==> src/rtl/mem_port_ctrl_pkg.sv <==
// mem_port_ctrl_pkg
//   Shared definitions for the memory port controller: load/store opcode
//   values, FSM state encoding, requester grant encoding and small opcode
//   classification helpers.
package mem_port_ctrl_pkg;

  localparam logic [5:0] OP_LB  = 6'h20;
  localparam logic [5:0] OP_LH  = 6'h21;
  localparam logic [5:0] OP_LW  = 6'h23;
  localparam logic [5:0] OP_LBU = 6'h24;
  localparam logic [5:0] OP_LHU = 6'h25;
  localparam logic [5:0] OP_SB  = 6'h28;
  localparam logic [5:0] OP_SH  = 6'h29;
  localparam logic [5:0] OP_SW  = 6'h2b;

  typedef enum logic [1:0] {
    ST_IDLE = 2'd0,
    ST_ACC  = 2'd1,
    ST_RESP = 2'd2,
    ST_DONE = 2'd3
  } state_e;

  typedef enum logic {
    GNT_IF  = 1'b0,
    GNT_MEM = 1'b1
  } grant_e;

  function automatic logic op_is_store(input logic [5:0] op);
    return (op == OP_SB) || (op == OP_SH) || (op == OP_SW);
  endfunction

  function automatic logic op_is_load(input logic [5:0] op);
    return (op == OP_LB) || (op == OP_LBU) || (op == OP_LH) ||
           (op == OP_LHU) || (op == OP_LW);
  endfunction

endpackage

==> src/rtl/mem_port_ctrl_lane_fmt.sv <==
// mem_lane_fmt
//   Combinational data formatter between the CPU and the 32-bit RAM.
//   op        : load/store opcode
//   addr_lo   : byte offset within the word
//   wdata     : right-justified store data
//   rdata     : raw RAM word
//   be        : byte enables (zero for loads and unknown opcodes)
//   wdata_rep : store data replicated across all lanes
//   rdata_ext : selected and sign/zero-extended load data
//   misalign  : access not naturally aligned for its size
module mem_lane_fmt
  import mem_port_ctrl_pkg::*;
(
  input  logic [5:0]  op,
  input  logic [1:0]  addr_lo,
  input  logic [31:0] wdata,
  input  logic [31:0] rdata,
  output logic [3:0]  be,
  output logic [31:0] wdata_rep,
  output logic [31:0] rdata_ext,
  output logic        misalign
);

  logic [15:0] half_sel;
  logic [7:0]  byte_sel;

  always_comb begin
    half_sel = addr_lo[1] ? rdata[31:16] : rdata[15:0];
    case (addr_lo)
      2'd0:    byte_sel = rdata[7:0];
      2'd1:    byte_sel = rdata[15:8];
      2'd2:    byte_sel = rdata[23:16];
      default: byte_sel = rdata[31:24];
    endcase
  end

  always_comb begin
    be        = 4'h0;
    wdata_rep = wdata;
    rdata_ext = rdata;
    misalign  = 1'b0;
    case (op)
      OP_SW: begin
        be       = 4'hf;
        misalign = (addr_lo != 2'd0);
      end
      OP_LW: misalign = (addr_lo != 2'd0);
      OP_SH: begin
        be        = addr_lo[1] ? 4'hc : 4'h3;
        wdata_rep = {2{wdata[15:0]}};
        misalign  = addr_lo[0];
      end
      OP_LH: begin
        rdata_ext = {{16{half_sel[15]}}, half_sel};
        misalign  = addr_lo[0];
      end
      OP_LHU: begin
        rdata_ext = {16'h0000, half_sel};
        misalign  = addr_lo[0];
      end
      OP_SB: begin
        be        = 4'b0001 << addr_lo;
        wdata_rep = {4{wdata[7:0]}};
      end
      OP_LB:  rdata_ext = {{24{byte_sel[7]}}, byte_sel};
      OP_LBU: rdata_ext = {24'h000000, byte_sel};
      default: ;
    endcase
  end

endmodule

==> src/rtl/mem_port_ctrl.sv <==
// mem_port_ctrl
//   Shares one synchronous single-port RAM between instruction fetch (IF)
//   and the MEM stage with round-robin arbitration.
//   clk/rstn              : clock, synchronous active-low reset
//   if_req/if_addr        : fetch request; if_rdata/if_done response
//   mem_req/op/addr/wdata : load/store request
//   mem_rdata/mem_done/mem_misalign : load/store response
//   busy                  : controller not idle
//   ram_*                 : RAM port (read data one cycle after ram_en)
//
// state | meaning
// IDLE  | sample requests, grant, launch RAM strobe or reject
// ACC   | RAM strobe active for exactly one cycle
// RESP  | RAM read data valid, capture and format it
// DONE  | done pulse visible, record last grant
module mem_port_ctrl
  import mem_port_ctrl_pkg::*;
#(
  parameter int RAM_AW = 10
) (
  input  logic              clk,
  input  logic              rstn,
  input  logic              if_req,
  input  logic [31:0]       if_addr,
  output logic [31:0]       if_rdata,
  output logic              if_done,
  input  logic              mem_req,
  input  logic [5:0]        mem_op,
  input  logic [31:0]       mem_addr,
  input  logic [31:0]       mem_wdata,
  output logic [31:0]       mem_rdata,
  output logic              mem_done,
  output logic              mem_misalign,
  output logic              busy,
  output logic              ram_en,
  output logic [3:0]        ram_we,
  output logic [RAM_AW-1:0] ram_addr,
  output logic [31:0]       ram_wdata,
  input  logic [31:0]       ram_rdata
);

  state_e            state_q, state_d;
  grant_e            last_q, last_d, gnt_q, gnt_d;
  logic [5:0]        op_q, op_d;
  logic [1:0]        addr_lo_q, addr_lo_d;
  logic              ram_en_q, ram_en_d;
  logic [3:0]        ram_we_q, ram_we_d;
  logic [RAM_AW-1:0] ram_addr_q, ram_addr_d;
  logic [31:0]       ram_wdata_q, ram_wdata_d;
  logic [31:0]       if_rdata_q, if_rdata_d, mem_rdata_q, mem_rdata_d;
  logic              if_done_q, if_done_d, mem_done_q, mem_done_d;
  logic              misalign_q, misalign_d, busy_q, busy_d;
  logic              take_mem;

  logic [5:0]  fmt_op;
  logic [1:0]  fmt_addr;
  logic [3:0]  fmt_be;
  logic [31:0] fmt_wdata, fmt_rdata;
  logic        fmt_misalign;

  logic unused_addr_bits;
  assign unused_addr_bits = ^{if_addr[31:RAM_AW+2], if_addr[1:0],
                              mem_addr[31:RAM_AW+2]};

  // The formatter sees the live request while idle (to launch the strobe at
  // the grant edge) and the snapshot afterwards (to extract load data).
  assign fmt_op   = (state_q == ST_IDLE) ? mem_op : op_q;
  assign fmt_addr = (state_q == ST_IDLE) ? mem_addr[1:0] : addr_lo_q;

  mem_lane_fmt u_lane_fmt (
    .op        (fmt_op),
    .addr_lo   (fmt_addr),
    .wdata     (mem_wdata),
    .rdata     (ram_rdata),
    .be        (fmt_be),
    .wdata_rep (fmt_wdata),
    .rdata_ext (fmt_rdata),
    .misalign  (fmt_misalign)
  );

  always_comb begin
    state_d     = state_q;
    last_d      = last_q;
    gnt_d       = gnt_q;
    op_d        = op_q;
    addr_lo_d   = addr_lo_q;
    ram_en_d    = 1'b0;
    ram_we_d    = 4'h0;
    ram_addr_d  = ram_addr_q;
    ram_wdata_d = ram_wdata_q;
    if_rdata_d  = if_rdata_q;
    mem_rdata_d = mem_rdata_q;
    if_done_d   = 1'b0;
    mem_done_d  = 1'b0;
    misalign_d  = 1'b0;
    take_mem    = mem_req && (!if_req || (last_q == GNT_IF));

    case (state_q)
      ST_IDLE: begin
        if (take_mem) begin
          gnt_d     = GNT_MEM;
          op_d      = mem_op;
          addr_lo_d = mem_addr[1:0];
          if (fmt_misalign || !(op_is_load(mem_op) || op_is_store(mem_op))) begin
            state_d     = ST_DONE;
            mem_done_d  = 1'b1;
            misalign_d  = fmt_misalign;
            mem_rdata_d = 32'h0;
          end else begin
            state_d    = ST_ACC;
            ram_en_d   = 1'b1;
            ram_addr_d = mem_addr[RAM_AW+1:2];
            if (op_is_store(mem_op)) begin
              ram_we_d    = fmt_be;
              ram_wdata_d = fmt_wdata;
            end
          end
        end else if (if_req) begin
          gnt_d      = GNT_IF;
          state_d    = ST_ACC;
          ram_en_d   = 1'b1;
          ram_addr_d = if_addr[RAM_AW+1:2];
        end
      end
      ST_ACC: begin
        if ((gnt_q == GNT_MEM) && op_is_store(op_q)) begin
          state_d    = ST_DONE;
          mem_done_d = 1'b1;
        end else begin
          state_d = ST_RESP;
        end
      end
      ST_RESP: begin
        state_d = ST_DONE;
        if (gnt_q == GNT_IF) begin
          if_rdata_d = ram_rdata;
          if_done_d  = 1'b1;
        end else begin
          mem_rdata_d = fmt_rdata;
          mem_done_d  = 1'b1;
        end
      end
      default: begin
        last_d  = gnt_q;
        state_d = ST_IDLE;
      end
    endcase

    busy_d = (state_d != ST_IDLE);
  end

  always_ff @(posedge clk) begin
    if (!rstn) begin
      state_q     <= ST_IDLE;
      last_q      <= GNT_IF;
      gnt_q       <= GNT_IF;
      op_q        <= 6'h0;
      addr_lo_q   <= 2'h0;
      ram_en_q    <= 1'b0;
      ram_we_q    <= 4'h0;
      ram_addr_q  <= '0;
      ram_wdata_q <= 32'h0;
      if_rdata_q  <= 32'h0;
      mem_rdata_q <= 32'h0;
      if_done_q   <= 1'b0;
      mem_done_q  <= 1'b0;
      misalign_q  <= 1'b0;
      busy_q      <= 1'b0;
    end else begin
      state_q     <= state_d;
      last_q      <= last_d;
      gnt_q       <= gnt_d;
      op_q        <= op_d;
      addr_lo_q   <= addr_lo_d;
      ram_en_q    <= ram_en_d;
      ram_we_q    <= ram_we_d;
      ram_addr_q  <= ram_addr_d;
      ram_wdata_q <= ram_wdata_d;
      if_rdata_q  <= if_rdata_d;
      mem_rdata_q <= mem_rdata_d;
      if_done_q   <= if_done_d;
      mem_done_q  <= mem_done_d;
      misalign_q  <= misalign_d;
      busy_q      <= busy_d;
    end
  end

  assign if_rdata     = if_rdata_q;
  assign if_done      = if_done_q;
  assign mem_rdata    = mem_rdata_q;
  assign mem_done     = mem_done_q;
  assign mem_misalign = misalign_q;
  assign busy         = busy_q;
  assign ram_en       = ram_en_q;
  assign ram_we       = ram_we_q;
  assign ram_addr     = ram_addr_q;
  assign ram_wdata    = ram_wdata_q;

endmodule

==> config.mk <==
export PLATFORM = sky130hd
export DESIGN_NAME = mem_port_ctrl
export DESIGN_NICKNAME = d
export VERILOG_FILES = /design/src/rtl/mem_port_ctrl_pkg.sv /design/src/rtl/mem_port_ctrl_lane_fmt.sv /design/src/rtl/mem_port_ctrl.sv
export SDC_FILE = /design/constraint.sdc
export NUM_CORES = 1
export LEC_CHECK = 0
export ABC_AREA = 1
export CAP_MARGIN = 15
export CORE_AREA = 3 3 135 137
export DETAILED_ROUTE_END_ITERATION = 10
export DIE_AREA = 0 0 138 140
export PLACE_DENSITY = 0.69
export SLEW_MARGIN = 20
export SYNTH_ARGS = -nofsm -noshare
export SYNTH_HDL_FRONTEND = slang
export SYNTH_SLANG_ARGS = --single-unit
export TNS_END_PERCENT = 1
==> constraint.sdc <==
create_clock -name clk -period 4.3 [get_ports clk]
set_input_delay 0.86 -clock clk [delete_from_list [all_inputs] [get_ports clk]]
set_output_delay 0.86 -clock clk [all_outputs]
set_load 0.05 [all_outputs]
==> metrics.txt <==
status finished, final reports clean; Worst Min Path Start ram_wdata[9]; hold crit path type flop to flop; drt via density 4.82; Max Cap Violations 0; Worst R2R Start state_q[0]; Seq pwr share 24.2%; # clock sinks 127; Setup Buffers After CTS 0; worst hold path cell count 2; CP max stage delay 0.70 ns; CP arrival 3.66 ns; top-area cell type share of the netlist area 39.1%; pwr dens 741 mW/mm^2; number of global-route vias before repair 6181; Net count, final 1326; largest net degree at the start of global routing 74; CP most frequent cell nor2_1; leading area contributor after synthesis dfxtp_1; Pins Over Slew Limit 0; num ports 253; DP Wirelength 15.7 mm; CP max stage cell ha_1; Critical Path End Type flop; sw frac 48.1%; final cell count without fillers 1421; drt initial violations 513; Worst R2R Path Depth 13; Detail Route Antenna Nets 0; root buffer cell clkbuf_16; cell family with most CP delay simple AND/OR/NAND/NOR gates; clock tree buffer depth 2; sw power 3.29 mW; worst slew pin tran 0.830 ns; Clk Latency, worst-skew pair 0.42 ns; Worst-path clk slew 0.05 ns; Synth area leaders dfxtp_1, nand2_1, nor2_1, a21oi_1, o21ai_0; Leakage 3.96 nW; crit path kind flop to flop; worst-path cell chain inv_1 > ha_1 > inv_6 > nand2_1 > nand2_4 > nand2_4 > nor2_1 > o211ai_2 > nand4_4 > nand2_2 > inv_2 > nor2_1 > nor2_1; Std-Cell Rows 48; Synth warnings 0; Tcrit/Tclk final 77.9%; # H-tree levels 4; initial antenna violation count 1; CTS Buf Count 17; Total Neg Setup Slack 0 ns; Resized cells post-CTS 0; skew final 0.00696 ns; Synth-to-Final Area Change 42.1%; routability cong. 0.951; Pre-antenna DRT Iters 5; synth unique cells 36; Clock power frac 20.7%; Pint 3.55 mW; worst hold margin 0.462 ns; die height 140 um; Mapped Nets 1138; Post-Syn Area 0.00649 sq mm; setup violators final 0; gr usage total 21.6%; final WL 21.6 mm; fmax 0.299 GHz; Initial Util 37.8%; fin worst setup slack 0.952 ns; min Tclk post-route 3.35 ns; Core Region 0.0172 sq mm; Crit Path Max Fanout 47; RR Endpoint mem_rdata[14]; Crit path buffers/inverters 3; DIE AREA 0.0193 sq mm; CTS tree built; CP startpoint state_q[0]; grt ovf 0; Hold Path End ram_wdata[9]; post-synthesis sequential area ratio 39.1%; combinational power share 55.1%; Hold-fix buffers, CTS 0; pre-CTS WS 0.855 ns; Final Hold Viols 0; first-pass GRT wire length 33.7 mm; layout cells sized above 1 6.53%; wire per inst 15.2 um; routed vias 6843; Mapped Cells 996; Die X 138 um; CP Data Required Time 4.61 ns; Synth Register Bits 127; RSZ-0062 raised after global routing false; relative slew slack 44.7%; crit start category flop; post-synthesis average cell area 6.52 sq um; Peak VDD IR 433 uV; Remaining DRCs 0; Inst Count DP 1390; reg2reg setup slack 0.95 ns; Port-buffer cells 210; power after layout 6.84 mW
stage by stage:
stage                     utilization [%]  area [sq um]
after floorplan                         -          6490
after global placement               50.4          8650
after detailed placement             50.4          8650
after CTS                            53.7          9230
after global routing                 53.7          9230
final                                53.7          9230
routing by layer:
| layer | vias up | GRT usage (%) | share of wire [%] |
|---|---|---|---|
| met4 | 0 | 8.79 | 2.9 |
| li1 | 3536 | - | - |
| met1 | 3018 | 29.6 | 45 |
| met5 | - | 0 | 0 |
| met2 | 251 | 33.2 | 45 |
| met3 | 38 | 4.54 | 6.5 |
worst max path at each step:
stage / cells past startpoint / end / slack [ns]
global route: 13 / mem_rdata[3] / 0.63
detailed placement: 12 / mem_rdata[14] / 0.85
CTS: 13 / mem_rdata[3] / 0.94
floorplan: 12 / mem_rdata[0] / 2.13
global placement: 12 / mem_rdata[11] / 0.89
finish: 13 / mem_rdata[14] / 0.95
cells in the mapped netlist, drive strengths merged:
| cell type | count |
|---|---|
| o21a | 3 |
| nand3 | 64 |
| ha | 4 |
| o31ai | 1 |
| clkbuf | 24 |
| a31oi | 3 |
| dfxtp | 127 |
| buf | 25 |
| nor2 | 137 |
| o21ai | 73 |
| a211oi | 1 |
| nand4 | 4 |
| o211ai | 1 |
| nand3b | 2 |
| inv | 83 |
| nor3 | 6 |
| clkinv | 1 |
| nand2 | 340 |
| a21oi | 97 |
worst min-delay path, stage by stage (launching register included):
cell	delay (ns)
dfxtp_1	0.30
nand2_1	0.06
a21oi_1	0.05
power groups by stage:
stage | clock network, mW | registers, mW | logic (mW)
4_1_cts | 1.44 | 1.66 | 3.76
6_report | 1.41 | 1.66 | 3.77
2_1_floorplan | 0 | 2.62 | 1.82
3_3_place_gp | 0 | 1.67 | 3.70
3_5_place_dp | 0 | 1.68 | 3.74
5_1_grt | 1.49 | 1.70 | 4.11
final cells by class:
type                       instances  area (sq um)
fill                            1711          7950
clock inverter                     6          82.6
clock buffer                      24           492
antenna                            1          2.50
timing repair buffer             218          2160
inverter                          84           320
sequential                       127          2540
tap                              225           282
multi-input combinational        736          3350
placed cells by master, fill, tap and decap left out, types with 2 or more instances in the layout:
| cell type | instances |
|---|---|
| a21oi_1 | 96 |
| a31oi_1 | 3 |
| buf_4 | 8 |
| bufinv_16 | 2 |
| clkbuf_1 | 3 |
| clkbuf_16 | 17 |
| clkbuf_8 | 4 |
| clkdlybuf4s50_1 | 209 |
| clkinv_2 | 3 |
| dfxtp_1 | 127 |
| ha_1 | 4 |
| inv_1 | 74 |
| inv_2 | 8 |
| nand2_1 | 322 |
| nand2_2 | 7 |
| nand2_4 | 11 |
| nand3_1 | 63 |
| nand3b_1 | 2 |
| nand4_1 | 2 |
| nor2_1 | 129 |
| nor2_2 | 4 |
| nor2_4 | 3 |
| nor3_1 | 5 |
| o21a_1 | 3 |
| o21ai_0 | 72 |
flip-flops by register name (all words and copies together), names as in the netlist:
signal,count
last_q,1
busy,1
state_q,2
mem_done,1
ram_en,1
ram_we,4
mem_misalign,1
ram_addr,10
op_q,6
if_done,1
ram_wdata,32
addr_lo_q,2
if_rdata,32
gnt_q,1
mem_rdata,32
cells by family (layout without fill, tap and decap cells):
group,after synthesis,after routing,share of synthesized area (%)
simple gates,553,553,36.4
compound gates,179,179,14.4
buf+inv,133,332,9.29
flops,127,127,39.1
fa+ha+maj,4,4,0.771
other cells,0,1,0
(Power assumes the default switching activity.)
==> variant 1: new RTL, config.mk and constraints unchanged <==
`if_rdata_q` no longer has a reset.
--- a/src/rtl/mem_port_ctrl.sv
+++ b/src/rtl/mem_port_ctrl.sv
@@ -160,7 +160,6 @@
       ram_we_q    <= 4'h0;
       ram_addr_q  <= '0;
       ram_wdata_q <= 32'h0;
-      if_rdata_q  <= 32'h0;
       mem_rdata_q <= 32'h0;
       if_done_q   <= 1'b0;
       mem_done_q  <= 1'b0;
@@ -176,13 +175,16 @@
       ram_we_q    <= ram_we_d;
       ram_addr_q  <= ram_addr_d;
       ram_wdata_q <= ram_wdata_d;
-      if_rdata_q  <= if_rdata_d;
       mem_rdata_q <= mem_rdata_d;
       if_done_q   <= if_done_d;
       mem_done_q  <= mem_done_d;
       misalign_q  <= misalign_d;
       busy_q      <= busy_d;
     end
+  end
+
+  always_ff @(posedge clk) begin
+    if_rdata_q <= if_rdata_d;
   end
 
   assign if_rdata     = if_rdata_q;
Check against the original RTL: differs if rstn is asserted again (counterexample within 4 cycles, from zero or initial values and one cycle with rstn low); with rstn held inactive, the same outputs for 4 cycles.
==> variant 1 against the unedited design <==
Fmax rose by 3.4%; cell area is 0.89% higher; global-route usage shrank 2.0 points; power fell by 2.6%; via count down 7.7%; setup slack gained 0.11 ns; sequential cell count unchanged; utilization grew 0.48 points; clock power grew 13%; synthesized area is 0.44% higher; routed wire length decreased by 9.1%; register-to-register slack improved by 0.34 ns; critical endpoint is now ram_addr[8].
==> variant 1: results (changes against the unedited design) <==
outcome: "finished, final reports clean"
netlist_instances: 909  # -8.7%
clock_skew_ns: 0.0138  # +0.00679 ns
layout-drive-gt1-share_pct: 6.92  # +0.39 points
placed_cell_area_sq_um: 8650  # about the same
grt_pass1_wl_um: 30900  # -8.4%
path_max_fanout: 12  # -74%
nNetsFinal: 1242  # -6.3%
synthTopCellsByArea: "dfxtp_1 (29%), nand2_1 (17%), edfxtp_1 (15%), a21oi_1 (6.5%), nand3_1 (6.3%)"
wl_per_cell_um: 14.7  # -3.5%
ir_drop_v: 0.000320  # -26%
dp.cells: 1306  # -6.0%
hpwl_um: 14000  # -11%
routed-via-count: 6318  # -7.7%
yosysSeqAreaShare_pct: 43.9  # +4.7 points
tightest_slew_ns: 0.808  # -0.0224 ns
antenna_found_initial: 0  # -1
synth_ff_type: "dfxtp_1"
post_cts_buffers: 0  # unchanged
yosysUniqueCellTypes: 35  # -2.8%
grt_usage_pct: 19.6  # -2.0 points
cts.clk_slew.worst_paths_ns: 0.06
leakagePower_nw: 3.93  # -0.55%
n_antenna_cell: 0  # -1
synth-edff-count: 32  # +32
grt_pass1_vias: 5899  # -4.6%
grt_max_degree: 56  # -24%
synth_common_cells: "nand2_1 (296), nor2_1 (101), dfxtp_1 (95), a21oi_1 (85), inv_1 (85)"
finalNonFillerCells: 1338  # -5.8%
dr.first_iter.drc_count: 365  # -29%
place_congestion: 0.829  # -13%
first_pass_iters: 5  # unchanged
syn_nets: 1051  # -7.6%
[variant 1: cell count changes after synthesis, sizes merged, moves of 2 or more]
cell,before,now
a21oi,97,86
edfxtp,0,32
nand4,4,6
o211ai,1,6
a31oi,3,1
o21a,3,11
o21ai,73,22
dfxtp,127,95
nand3,64,84
nor2,137,107
clkbuf,24,16
inv,83,91
nand2,340,313
[variant 1: per-stage QoR]
| step | worst slack (ns) | power (mW) |
|---|---|---|
| final | 1.06 | 6.66 |
| after global routing | 0.724 | 7.07 |
| after CTS | 1.03 | 6.70 |
| after detailed placement | 0.599 | 5.07 |
| after global placement | 0.660 | 5.04 |
| after floorplan | 1.46 | 4.24 |
[variant 1: worst paths after layout]
check                                  from            end  slack (ns)  cells past startpoint
worst max-delay path                 if_req    ram_addr[8]        1.06                      9
worst min-delay path            ram_addr[1]    ram_addr[1]        0.46                      2
worst max register to register   state_q[0]  ram_wdata[10]        1.29                     13
worst min register to register  ram_addr[1]    ram_addr[1]        0.46                      2
[variant 1: layer usage]
| metal | track usage [%] | vias to the layer above | wire (um) |
|---|---|---|---|
| li1 | - | 3286 | - |
| met1 | 25.2 | 2813 | 8780 |
| met2 | 32.7 | 193 | 9290 |
| met3 | 4.78 | 26 | 1210 |
| met4 | 5.93 | 0 | 344 |
| met5 | 0 | - | 0 |
[variant 1: power breakdown]
part | switching (mW) | internal (mW)
clock | 0.523 | 1.07
sequential | 0.128 | 1.54
combinational | 2.38 | 1.02
[variant 1: cells by family (layout without fill, tap and decap cells)]
kind of cell    Yosys count  count (layout)  synth area share, %
fa+ha+maj                 4               4                0.767
flops                   127             127                 43.9
buf+inv                 133             337                 9.72
compound gates          127             127                 10.8
simple gates            518             518                 34.8
[variant 1: area by class of cell]
class                      instances  area, sq um
fill                            1657         7860
clock inverter                     8          148
multi-input combinational        649         3030
inverter                          91          347
timing repair buffer             214         2130
tap                              225          282
clock buffer                      24          513
sequential                       127         2860
[variant 1: worst max-delay path: stages]
cell and delay [ns]:
clkdlybuf4s50_1 0.43, nand2_1 0.08, nand2_1 0.31, inv_1 0.43, nor2_1 0.13, nor2_1 0.64
nand2_1 0.42, nand2_1 0.15, a21oi_1 0.07
==> variant 2: new RTL, same settings <==
Without the edit above. The parameter `RAM_AW` goes from 10 to 11.
--- a/src/rtl/mem_port_ctrl.sv
+++ b/src/rtl/mem_port_ctrl.sv
@@ -16,7 +16,7 @@
 module mem_port_ctrl
   import mem_port_ctrl_pkg::*;
 #(
-  parameter int RAM_AW = 10
+  parameter int RAM_AW = 11
 ) (
   input  logic              clk,
   input  logic              rstn,
Interface: changed (resized ram_addr); port bits go from 253 to 254. No check against the original RTL was run, so the function may have changed too.
==> variant 2 against the unedited design <==
Setup slack better by 0.022 ns; power shrank 5.0%; cell area fell by 0.50%; routed wire length decreased by 1.6%; largest power group unchanged; largest cell class unchanged; global-route usage down 0.34 points; synthesized area fell by 1.5%; sequential cell count increased by 1; critical path depth rose by 2.
==> variant 2: results (changes against the unedited design) <==
outcome: "finished, final reports clean"
relSlewSlack_pct: 36.8  # -7.9 points
synth_xor_xnor_area_share_pct: 0  # unchanged
fill_cells: 1735  # +1.4%
path_max_fanout: 36  # -23%
hold_path_class: "reg -> reg"
dp.cells: 1344  # -3.3%
ff2ff_setup_slack_ns: 0.97  # +0.02 ns
synth_warnings: 0  # unchanged
yosysSeqAreaShare_pct: 40.1  # +0.91 points
fmax_mhz: 301  # +0.65%
ctsResizeCount: 0  # unchanged
antenna_found_initial: 1  # unchanged
grt_pass1_wl_um: 33500  # -0.64%
place_congestion: 0.868  # -8.7%
cp.arrival_ns: 3.67  # about the same
hpwl_um: 15200  # -3.0%
synthMuxAreaShare_pct: 0  # unchanged
syn_nets: 1094  # -3.9%
dr.first_iter.drc_count: 539  # +5.1%
synth_compound_area_share_pct: 20.2  # +5.8 points
placed_cell_area_sq_um: 8590  # -0.69%
grt_pass1_vias: 6187  # +0.097%
grt_max_degree: 79  # +6.8%
synthArstFlopShare_pct: 0  # unchanged
synth_ff_type: "dfxtp_1"
clock_skew_ns: 0.00714  # +0.000181 ns
layout-drive-gt1-share_pct: 7.04  # +0.51 points
post-place-ws_ns: 0.810  # -0.0442 ns
port_buffers: 213  # +1.4%
cts-buffers-inserted: 17  # unchanged
yosysUniqueCellTypes: 34  # -5.6%
finalNonFillerCells: 1377  # -3.1%
synth_common_cells: "nand2_1 (229), a21oi_1 (131), dfxtp_1 (128), nor2_1 (112), inv_1 (76)"
syn_area_per_cell_sq_um: 6.72  # +3.0%
cts.clk_slew.worst_paths_ns: 0.06
first_pass_iters: 5  # unchanged
wl_um: 21200  # -1.6%
post_cts_buffers: 0  # unchanged
worst_hold_slack_ns: 0.467  # +0.00477 ns
synthTopCellsByArea: "dfxtp_1 (40%), nand2_1 (13%), a21oi_1 (10%), nor2_1 (6.6%), o21ai_0 (5.5%)"
root_buffer: "clkbuf_16"
worstSkewPairLatency_ns: 0.43
h-tree-depth: 4  # unchanged
leakagePower_nw: 3.85  # -2.8%
synth_fa_ha_area_share_pct: 0.782  # +0.012 points
viasPerCell: 4.96  # +3.0%
ir_drop_v: 0.000443  # +2.2%
cts_buffer_depth: 2  # unchanged
grt_usage_pct: 21.2  # -0.34 points
variant 2: cell types whose count changed after synthesis, sizes merged, moves of 3 or more:
cell,change
a21boi,+15
a21oi,+35
buf,-3
clkbuf,+10
nand2,-94
nand4,+4
nor2,-16
nor3,-6
o211ai,+4
o21a,-3
o21ai,+4
o21bai,+8
variant 2: critical path, cell delays in order, from the launching register on:
cell	delay [ns]
dfxtp_1	0.35
inv_1	0.09
ha_1	0.48
inv_2	0.28
nand2_1	0.14
nand2_2	0.22
nand2_1	0.17
nor2_1	0.06
o211ai_2	0.08
nand2_1	0.09
inv_2	0.11
nand2_4	0.15
inv_2	0.47
buf_4	0.28
o21ai_0	0.09
a21oi_1	0.17
variant 2: worst paths after layout:
path | from | end | depth (start not counted)
worst min-delay path | ram_wdata[4] | ram_wdata[4] | 2
worst max-delay path | state_q[1] | ram_wdata[25] | 15
worst min register to register | ram_wdata[4] | ram_wdata[4] | 2
worst max register to register | state_q[1] | ram_wdata[25] | 15
variant 2: where the power goes:
group          internal (mW)  switching [mW]  leakage (nW)  total (mW)
Clock                  0.859           0.569         0.280        1.43
Sequential              1.47           0.151          1.04        1.62
Combinational           1.03            2.41          2.52        3.45
Total                   3.37            3.13          3.85        6.50
variant 2: routing by layer:
metal | GRT usage (%) | vias to the layer above | wire, um
li1 | - | 3463 | -
met1 | 28.5 | 3068 | 9540
met2 | 32.1 | 253 | 9450
met3 | 5.74 | 46 | 1530
met4 | 9.41 | 0 | 716
met5 | 0 | - | 0
variant 2: area by class of cell:
class	count	area, sq um	share of cell area, %
Multi-Input combinational cell	685	3240	35.2
Sequential cell	128	2560	27.9
Timing Repair Buffer	223	2200	24.0
Clock buffer	17	425	4.63
Inverter	83	312	3.39
Tap cell	225	282	3.07
Clock inverter	15	163	1.77
Antenna cell	1	2.50	0.0272
